**config.mk**
```make
export PLATFORM = sky130hd
export DESIGN_NAME = mc_datapath_gen2
export DESIGN_NICKNAME = d
export VERILOG_FILES = /design/src/rtl/mc_datapath_gen2.sv
export SDC_FILE = /design/constraint.sdc
export NUM_CORES = 1
export LEC_CHECK = 0
export ABC_AREA = 1
export BUFFER_PORTS_ARGS = -buffer_cell sky130_fd_sc_hd__buf_4
export CAP_MARGIN = 20
export CORE_MARGIN = 2
export CORE_UTILIZATION = 65
export CTS_BUF_LIST = sky130_fd_sc_hd__clkbuf_8
export DETAILED_ROUTE_END_ITERATION = 16
export PLACE_DENSITY = 0.82
export SLEW_MARGIN = 20
export SYNTH_ARGS = -nofsm -noshare
export SYNTH_HDL_FRONTEND = slang
export SYNTH_SLANG_ARGS = --single-unit
```
**constraint.sdc**
```tcl
create_clock -name clk -period 4 [get_ports clk]
set_input_delay 0.4 -clock clk [delete_from_list [all_inputs] [get_ports clk]]
set_output_delay 0.4 -clock clk [all_outputs]
set_load 0.005 [all_outputs]
```
**src/rtl/mc_datapath_gen2.sv**
```systemverilog
// rtl/mc_datapath_gen2.sv - multi-cycle 16-bit-encoded datapath with shared memory port
// FETCH/DECODE/EXEC/MEM/WB sequencer, register file, ALU with {F,N,C,Z} flags.
module mc_datapath_gen2 #(
    parameter int                DATA_W    = 16,
    parameter int                REG_COUNT = 16,
    parameter logic [DATA_W-1:0] RESET_PC  = '0
) (
    input  logic              clk,
    input  logic              reset,
    output logic              mem_req,
    output logic              mem_we,
    output logic [DATA_W-1:0] mem_addr,
    output logic [DATA_W-1:0] mem_wdata,
    input  logic [DATA_W-1:0] mem_rdata,
    input  logic              mem_ack,
    output logic [3:0]        psr,
    output logic [DATA_W-1:0] pc,
    output logic              halted
);

    localparam int IDX_W = (REG_COUNT > 1) ? $clog2(REG_COUNT) : 1;
    localparam int MSB   = DATA_W - 1;

    typedef enum logic [2:0] {
        FETCH,
        DECODE,
        EXEC,
        MEM,
        WB,
        HALT
    } state_t;

    state_t            state_q, state_d;
    logic [DATA_W-1:0] pc_q, pc_d;
    logic [3:0]        psr_q, psr_d;
    logic [15:0]       ir_q, ir_d;
    logic [DATA_W-1:0] a_q, a_d;
    logic [DATA_W-1:0] b_q, b_d;
    logic [DATA_W-1:0] res_q, res_d;
    logic [DATA_W-1:0] regs_q [REG_COUNT];

    logic [3:0]        op_f, rd_f, ext_f;
    logic [IDX_W-1:0]  rd_idx, rs_idx;
    logic [DATA_W-1:0] imm_ext;
    logic              is_rtype, is_itype, is_alu, is_load, is_stor, is_br, is_cmp, legal;
    logic [3:0]        alu_code;
    logic [DATA_W-1:0] opnd;
    logic [DATA_W:0]   sum, dif;
    logic [DATA_W-1:0] alu_res;
    logic [3:0]        alu_psr;
    logic              br_taken;
    logic [DATA_W-1:0] pc_inc, br_target;
    logic              req_c, we_c;
    logic [DATA_W-1:0] addr_c;

    function automatic logic is_alu_code(input logic [3:0] c);
        case (c)
            4'b0101, 4'b1001, 4'b1011, 4'b0001, 4'b0010, 4'b0011, 4'b1101: is_alu_code = 1'b1;
            default: is_alu_code = 1'b0;
        endcase
    endfunction

    assign op_f    = ir_q[15:12];
    assign rd_f    = ir_q[11:8];
    assign ext_f   = ir_q[7:4];
    assign rd_idx  = IDX_W'(int'(ir_q[11:8]) % REG_COUNT);
    assign rs_idx  = IDX_W'(int'(ir_q[3:0]) % REG_COUNT);
    assign imm_ext = {{(DATA_W-8){ir_q[7]}}, ir_q[7:0]};

    // I-type opcodes reuse the R-type ext codes, so both share one ALU selector.
    assign is_rtype = (op_f == 4'b0000) && is_alu_code(ext_f);
    assign is_itype = is_alu_code(op_f);
    assign is_alu   = is_rtype || is_itype;
    assign alu_code = is_rtype ? ext_f : op_f;
    assign is_cmp   = is_alu && (alu_code == 4'b1011);
    assign is_load  = (op_f == 4'b0100) && (ext_f == 4'b0000);
    assign is_stor  = (op_f == 4'b0100) && (ext_f == 4'b0100);
    assign is_br    = (op_f == 4'b1100) &&
                      ((rd_f == 4'b0000) || (rd_f == 4'b0001) || (rd_f == 4'b1110));
    assign legal    = is_alu || is_load || is_stor || is_br;

    assign opnd = is_itype ? imm_ext : b_q;
    assign sum  = {1'b0, a_q} + {1'b0, opnd};
    assign dif  = {1'b0, a_q} - {1'b0, opnd};

    always_comb begin
        alu_res = '0;
        alu_psr = psr_q;
        case (alu_code)
            4'b0101: begin
                alu_res    = sum[DATA_W-1:0];
                alu_psr[1] = sum[DATA_W];
                alu_psr[3] = (a_q[MSB] == opnd[MSB]) && (sum[MSB] != a_q[MSB]);
            end
            4'b1001, 4'b1011: begin
                alu_res    = dif[DATA_W-1:0];
                alu_psr[1] = dif[DATA_W];
                alu_psr[3] = (a_q[MSB] != opnd[MSB]) && (dif[MSB] != a_q[MSB]);
            end
            4'b0001: alu_res = a_q & opnd;
            4'b0010: alu_res = a_q | opnd;
            4'b0011: alu_res = a_q ^ opnd;
            4'b1101: alu_res = opnd;
            default: alu_res = '0;
        endcase
        alu_psr[0] = (alu_res == '0);
        alu_psr[2] = alu_res[MSB];
    end

    always_comb begin
        case (rd_f)
            4'b0000: br_taken = psr_q[0];
            4'b0001: br_taken = ~psr_q[0];
            default: br_taken = 1'b1;
        endcase
    end

    assign pc_inc    = pc_q + DATA_W'(1);
    assign br_target = pc_inc + imm_ext;

    always_comb begin
        state_d = state_q;
        pc_d    = pc_q;
        psr_d   = psr_q;
        ir_d    = ir_q;
        a_d     = a_q;
        b_d     = b_q;
        res_d   = res_q;
        req_c   = 1'b0;
        we_c    = 1'b0;
        addr_c  = pc_q;
        case (state_q)
            FETCH: begin
                req_c = 1'b1;
                if (mem_ack) begin
                    ir_d    = mem_rdata[15:0];
                    state_d = DECODE;
                end
            end
            DECODE: begin
                a_d     = regs_q[rd_idx];
                b_d     = regs_q[rs_idx];
                state_d = legal ? EXEC : HALT;
            end
            EXEC: begin
                if (is_br) begin
                    pc_d    = br_taken ? br_target : pc_inc;
                    state_d = FETCH;
                end else begin
                    pc_d = pc_inc;
                    if (is_alu) begin
                        res_d   = alu_res;
                        psr_d   = alu_psr;
                        state_d = WB;
                    end else begin
                        state_d = MEM;
                    end
                end
            end
            MEM: begin
                req_c  = 1'b1;
                we_c   = is_stor;
                addr_c = b_q;
                if (mem_ack) begin
                    if (is_load) begin
                        res_d   = mem_rdata;
                        state_d = WB;
                    end else begin
                        state_d = FETCH;
                    end
                end
            end
            WB:      state_d = FETCH;
            HALT:    state_d = HALT;
            default: state_d = FETCH;
        endcase
    end

    always_ff @(posedge clk or posedge reset) begin
        if (reset) begin
            state_q <= FETCH;
            pc_q    <= RESET_PC;
            psr_q   <= '0;
            ir_q    <= '0;
            a_q     <= '0;
            b_q     <= '0;
            res_q   <= '0;
        end else begin
            state_q <= state_d;
            pc_q    <= pc_d;
            psr_q   <= psr_d;
            ir_q    <= ir_d;
            a_q     <= a_d;
            b_q     <= b_d;
            res_q   <= res_d;
        end
    end

    // Register file has no reset; WB never coincides with reset since state is forced to FETCH.
    always_ff @(posedge clk) begin
        if (state_q == WB && !is_cmp) begin
            regs_q[rd_idx] <= res_q;
        end
    end

    // Reset gates the request combinationally so an in-flight access is dropped at once.
    assign mem_req   = req_c & ~reset;
    assign mem_we    = we_c & ~reset;
    assign mem_addr  = addr_c;
    assign mem_wdata = a_q;
    assign psr       = psr_q;
    assign pc        = pc_q;
    assign halted    = (state_q == HALT);

endmodule

```
==> flow_summary.ini, run 1 <==
[outcome]
status = finished, violations left
violations = negative hold slack

[global_route]
grt_pass1_vias = 17132
grt_max_degree = 107
grt_pass1_wl_mm = 99.5
antenna_found_initial = 1
gr-total-overflow = 0
grt_use_total_pct = 41.6

[power]
p_leak_nw = 9.05
ir_drop_mv = 0.459
powerDensity_nw_per_um2 = 915

[placed_design]
port_buffers = 73
post-place-cells = 2638
dpl.hpwl_mm = 43.6
gp_congestion = 1.04

[yosys]
synth.area.top_cells = edfxtp_1 39%, dfrtp_1 11%, nand2_1 6.7%, o21ai_0 6.0%, nor2_1 5.5%
netlist_area_um2 = 19700
synth_fp_nets = 2341
synth_top_cell_by_area = edfxtp_1
syn_inst = 2250
synth_enable_flop_cells = 256
async_flop_share_pct = 25.4
yosysTopAreaCellShare_pct = 39.0
syn_area_per_cell_um2 = 8.77
synth_cell_types = 46
ys_ff_latch = 343
synth_commonest_cells = 353 x nand2_1, 287 x nor2_1, 256 x edfxtp_1, 237 x o21ai_0, 184 x inv_1
yosys_warnings = 0
yosysMostFrequentCell = nand2_1
ys_dominant_reg_cell = edfxtp_1
synth_seq_area_share_pct = 50.0

[detailed_routing]
first_pass_iters = 6
vias_per_cell = 6.79
routedWlPerCell_um = 24.1
ant_nets = 0
drc = 0
drt_wl_total_mm = 66.1
drt-initial-drc-count = 2974
vias = 18595

[cts]
cts_setup_buffers = 0
cts_root_buffer = clkbuf_8
clkTransAtPathRegs_ps = 70
clkLatencyLatePin_ps = 630
cts_tree = done
cts_sinks = 343
cts_buffers = 54
htreeDepth = 2
clock_path_buffers = 3

[critical_path]
worstSetupStartpointType = flip-flop
worst-path-max-fanout = 15
rr_worst_depth = 22
crit_path_end_kind = flip-flop
crit_buf_inv = 3
cp_data_arrival_time_ps = 4230
timing.rr.start = ir_q[12]
cp.required_ps = 4530
critPathMostFrequentCell = nor2_1
crit_type = flip-flop to flip-flop
r2r-end = psr[0]
crit_path_cell_trace = nor2_4 -> nor2_1 -> nand2_2 -> inv_2 -> buf_4 -> o21ai_1 -> ha_1 -> nor2_1 -> inv_1 -> nor2_1 -> nand4_1 -> nand3_1 -> nand2_1 -> nand2_1 -> nor2_1 -> nor2_1 -> nand2_1 -> nor2_1 -> nand2_1 -> nor2_1 -> nand3_1 -> nand2_1
crit_path_max_incr_delay_ps = 440
ff2ff_setup_slack_ps = 300
path_delay_family = simple AND/OR/NAND/NOR gates
slowest_stage = dfrtp_1

[layout]
area_delta_synth_final_pct = 10.8
finalNetCount = 2395
layoutNonFillerInstCount = 2739
num_antenna_cells = 0
drive_gt1_share_pct = 11.3

[sta]
fin_tns_setup_ps = 0
max_slew_margin_pct = 22.1
hold_violations = 19
report.final.setup_viol = 0
worst_hold_slack_ps = -29.6
rsz0062_at_grt = false
final.period_utilization_pct = 92.5
period_minus_slack_ps = 3700
final-max-slew-violation-count = 0
clock_skew_ps = 51.4
fmax_mhz = 270
worst_slew_pin_slew_ps = 1170

[floorplanning]
initial_utilization_pct = 66.2
dieArea_um2 = 31700
rows = 63
dieWidth_um = 178
die_h_um = 178
coreArea_um2 = 29800
io_pins = 74

[hold_path]
hold_path.class = primary input to async pin

[flow_run]
cap_viol_max_count = 0
logic make-up (layout without fill, tap and decap cells):
group / count (synthesis) / after routing / synth area share [%]
DFF: 343 / 343 / 50.0
adders and majority gates: 72 / 72 / 4.68
and+or+nand+nor: 832 / 832 / 17.7
xor gates and xnor gates: 28 / 28 / 1.24
buffers and inverters: 329 / 428 / 6.58
AOI/OAI and AO/OA: 646 / 646 / 19.8
flip-flops by register name, summed over array words and instances, names as in the netlist:
register,flops
b_q,16
ir_q,16
psr,4
state_q,3
regs_q,256
mem_wdata,16
pc,16
res_q,16
metrics by stage:
stage / hold WS (ps) / instance area [µm²] / worst slack [ps] / utilization [%] / total power, mW
after floorplan: 471 / 19700 / 906 / - / 12.8
after global routing: 48.0 / 21900 / 26.0 / 73.3 / 21.1
after detailed placement: 510 / 20800 / 368 / 69.8 / 16.6
after global placement: 482 / 20800 / 401 / 69.8 / 16.4
final: -29.6 / 21900 / 299 / 73.3 / 20.0
after CTS: 0.999 / 21800 / 300 / 73.3 / 19.5
worst register-to-register path, cell delays in order, from the launching register on:
cell     delay [ps]
dfrtp_1         440
nor2_4          170
nor2_1           80
nand2_2         190
inv_2            70
buf_4           190
o21ai_1         240
ha_1            430
nor2_1          270
inv_1           110
nor2_1          220
nand4_1         220
nand3_1         130
nand2_1          60
nand2_1          70
nor2_1           40
nor2_1           80
nand2_1         120
nor2_1          140
nand2_1          70
nor2_1          110
nand3_1          80
nand2_1          70
placed cells by master (no fill, tap or decap), types with 3 or more instances in the layout:
cell type	n
edfxtp_1	256
nand3_1	112
nand2_1	352
and2_1	4
o22ai_1	16
clkbuf_8	58
nand4_1	20
o21ai_0	236
nor4_1	6
nand3_2	3
nor2_4	5
nor2_2	24
a21oi_1	151
o221ai_1	45
a2bb2oi_1	8
nand3b_1	15
clkinv_1	14
inv_1	201
fa_1	3
buf_12	5
inv_2	8
clkinv_2	6
o211ai_1	7
a22oi_1	137
or2_2	8
xor2_1	27
o41ai_1	9
o21bai_1	3
o21ai_1	11
nor3_1	12
nor2_1	265
buf_4	129
ha_1	69
a31oi_1	12
nand2_2	3
dfrtp_1	85
report_power, final:
group          internal, mW  switching [mW]
clock                  1.48            1.45
sequential             4.58           0.889
combinational          3.59            8.01
what timing repair did:
action / 4_1_cts / 5_1_grt
resized for setup: 0 / 3
hold buffers: 0 / 0
endpoints found under the setup margin: 0 / 3
routing by layer:
layer	wire length (µm)	share of wire, %	track usage, %	vias to the layer above
li1	-	-	-	8050
met1	23700	36	57.2	8702
met2	29700	45	64.5	1579
met3	9650	15	8.74	262
met4	3110	4.7	17.5	2
met5	13	0.020	0	-
worst max-delay path by stage:
stage,start,endpoint,slack (ps),cells after the start
after floorplan,pc[0],pc[15],910,22
after global placement,ir_q[12],psr[0],400,22
after detailed placement,ir_q[12],psr[0],370,22
after CTS,ir_q[12],psr[0],300,22
after global routing,ir_q[15],psr[0],30,22
final,ir_q[12],psr[0],300,22
layout make-up:
class	count	area (µm²)
multi-input combinational	1578	8650
clock inverter	43	253
clock buffer	58	798
inverter	193	728
tap	390	488
sequential	343	9870
fill	2194	7940
timing repair buffer	134	1070
Power figures use the tool's default switching activity.
==> run 2, diff against run 1 <==
--- a/config.mk
+++ b/config.mk
@@ -13,6 +13,7 @@
 export CTS_BUF_LIST = sky130_fd_sc_hd__clkbuf_8
 export DETAILED_ROUTE_END_ITERATION = 16
 export PLACE_DENSITY = 0.82
+export REMOVE_ABC_BUFFERS = 1
 export SLEW_MARGIN = 20
 export SYNTH_ARGS = -nofsm -noshare
 export SYNTH_HDL_FRONTEND = slang
==> flow_summary.ini, run 2 (same netlist as run 1, synthesis figures left out) <==
[outcome]
status = finished clean

[global_route]
grt_pass1_vias = 17365
grt_use_total_pct = 41.2
grt_pass1_wl_mm = 98.6
grt_max_degree = 85
antenna_found_initial = 0
gr-total-overflow = 0

[detailed_routing]
vias = 18485
drc = 0
ant_nets = 0
drt_wl_total_mm = 65.7
vias_per_cell = 6.75
routedWlPerCell_um = 24.0
drt-initial-drc-count = 3014
first_pass_iters = 6

[floorplanning]
coreArea_um2 = 29800
rows = 63
dieArea_um2 = 31700
die_h_um = 178
io_pins = 74
initial_utilization_pct = 66.2
dieWidth_um = 178

[sta]
worst_slew_pin_slew_ps = 1030
hold_violations = 0
max_slew_margin_pct = 30.1
period_minus_slack_ps = 3680
final-max-slew-violation-count = 0
final.period_utilization_pct = 91.9
fmax_mhz = 272
rsz0062_at_grt = false
clock_skew_ps = 42.3
report.final.setup_viol = 0

[layout]
num_antenna_cells = 0
layoutNonFillerInstCount = 2739
final_cell_mix = 352 x nand2_1, 265 x nor2_1, 256 x edfxtp_1
largest_reg_flops = 256
drive_gt1_share_pct = 11.4
area_delta_synth_final_pct = 10.9
regMostFlops = regs_q
finalNetCount = 2395
fill_cells = 2200
final_common_cell = nand2_1

[power]
total_power_mw = 20.0
powerDensity_nw_per_um2 = 915
ir_drop_mv = 0.504
p_leak_nw = 9.07

[critical_path]
crit_path_end_kind = flip-flop
cp.required_ps = 4550
slowest_stage = dfrtp_1
critPathMostFrequentCell = nand2_1
crit_type = flip-flop to flip-flop
timing.rr.start = ir_q[12]
cp_data_arrival_time_ps = 4220
rr_worst_depth = 25
worstSetupStartpointType = flip-flop
r2r-end = psr[0]
ff2ff_setup_slack_ps = 320
worst-path-max-fanout = 15
crit_path_max_incr_delay_ps = 440

[hold_path]
min_delay_worst_endpoint = ir_q[3]
min_from = mem_rdata[3]
hold_path.class = primary input to flip-flop
hold_depth = 3

[cts]
clkTransAtPathRegs_ps = 60
clock_path_buffers = 3
cts_root_buffer = clkbuf_8
cts_buffers = 54
htreeDepth = 2
clkLatencyLatePin_ps = 620
cts_tree = done
cts_sinks = 343

[placed_design]
dpl.hpwl_mm = 43.2
gp_congestion = 1.01
port_buffers = 73
post-place-cells = 2637

[flow_run]
cap_viol_max_count = 0
run 2: layer usage:
layer  GRT usage (%)  part of all wire, %
met1            55.8                   36
met2            64.1                   45
met3            7.89                   14
met4            20.2                  5.6
met5               0                    0
run 2: timing repair:
| item | CTS | global route |
|---|---|---|
| hold buffers | 1 | 0 |
| endpoints found under the setup margin | 0 | 2 |
| hold endpoints to repair | 41 | 0 |
| buffers inserted | 0 | 0 |
| resized for setup | 0 | 7 |
run 2: where the power goes:
group / internal [mW] / leakage (nW) / total (mW) / switching, mW
registers: 4.58 / 3.42 / 5.44 / 0.864
clock network: 1.47 / 0.618 / 2.86 / 1.40
logic: 3.68 / 5.04 / 11.7 / 8.02
run 2: worst max path at each step:
stage	endpoint	from	slack (ps)
finish	psr[0]	ir_q[12]	320
global placement	pc[15]	pc[0]	300
global route	psr[0]	ir_q[12]	20
CTS	pc[15]	pc[0]	200
detailed placement	pc[15]	pc[0]	220
floorplan	psr[0]	ir_q[0]	-2160
run 2: critical path, delay by kind of cell (launching register included):
family                     cells  cell delay [ps]
and+or+nand+nor               18             1700
buffers and inverters          4              540
AOI/OAI and AO/OA              2              530
DFF                            1              440
adders and majority gates      1              420
run 2: cell type report:
type,instances,area [µm²],share of cell area [%]
Timing Repair Buffer,134,1070,4.90
Clock buffer,61,840,3.84
Inverter,193,727,3.32
Clock inverter,40,203,0.927
Multi-Input combinational cell,1578,8680,39.7
Tap cell,390,488,2.23
Sequential cell,343,9870,45.1
run 2: through the flow:
stage                     TNS [ps]  util, %  area, µm²  setup slack [ps]  hold WS, ps
after floorplan             -52580        -      19100             -2160          471
after global placement           0     69.8      20800               299          483
after detailed placement         0     69.8      20800               222          500
after CTS                        0     73.3      21800               197         74.2
after global routing             0     73.4      21900              20.5         89.8
final                            0     73.4      21900               323         99.5
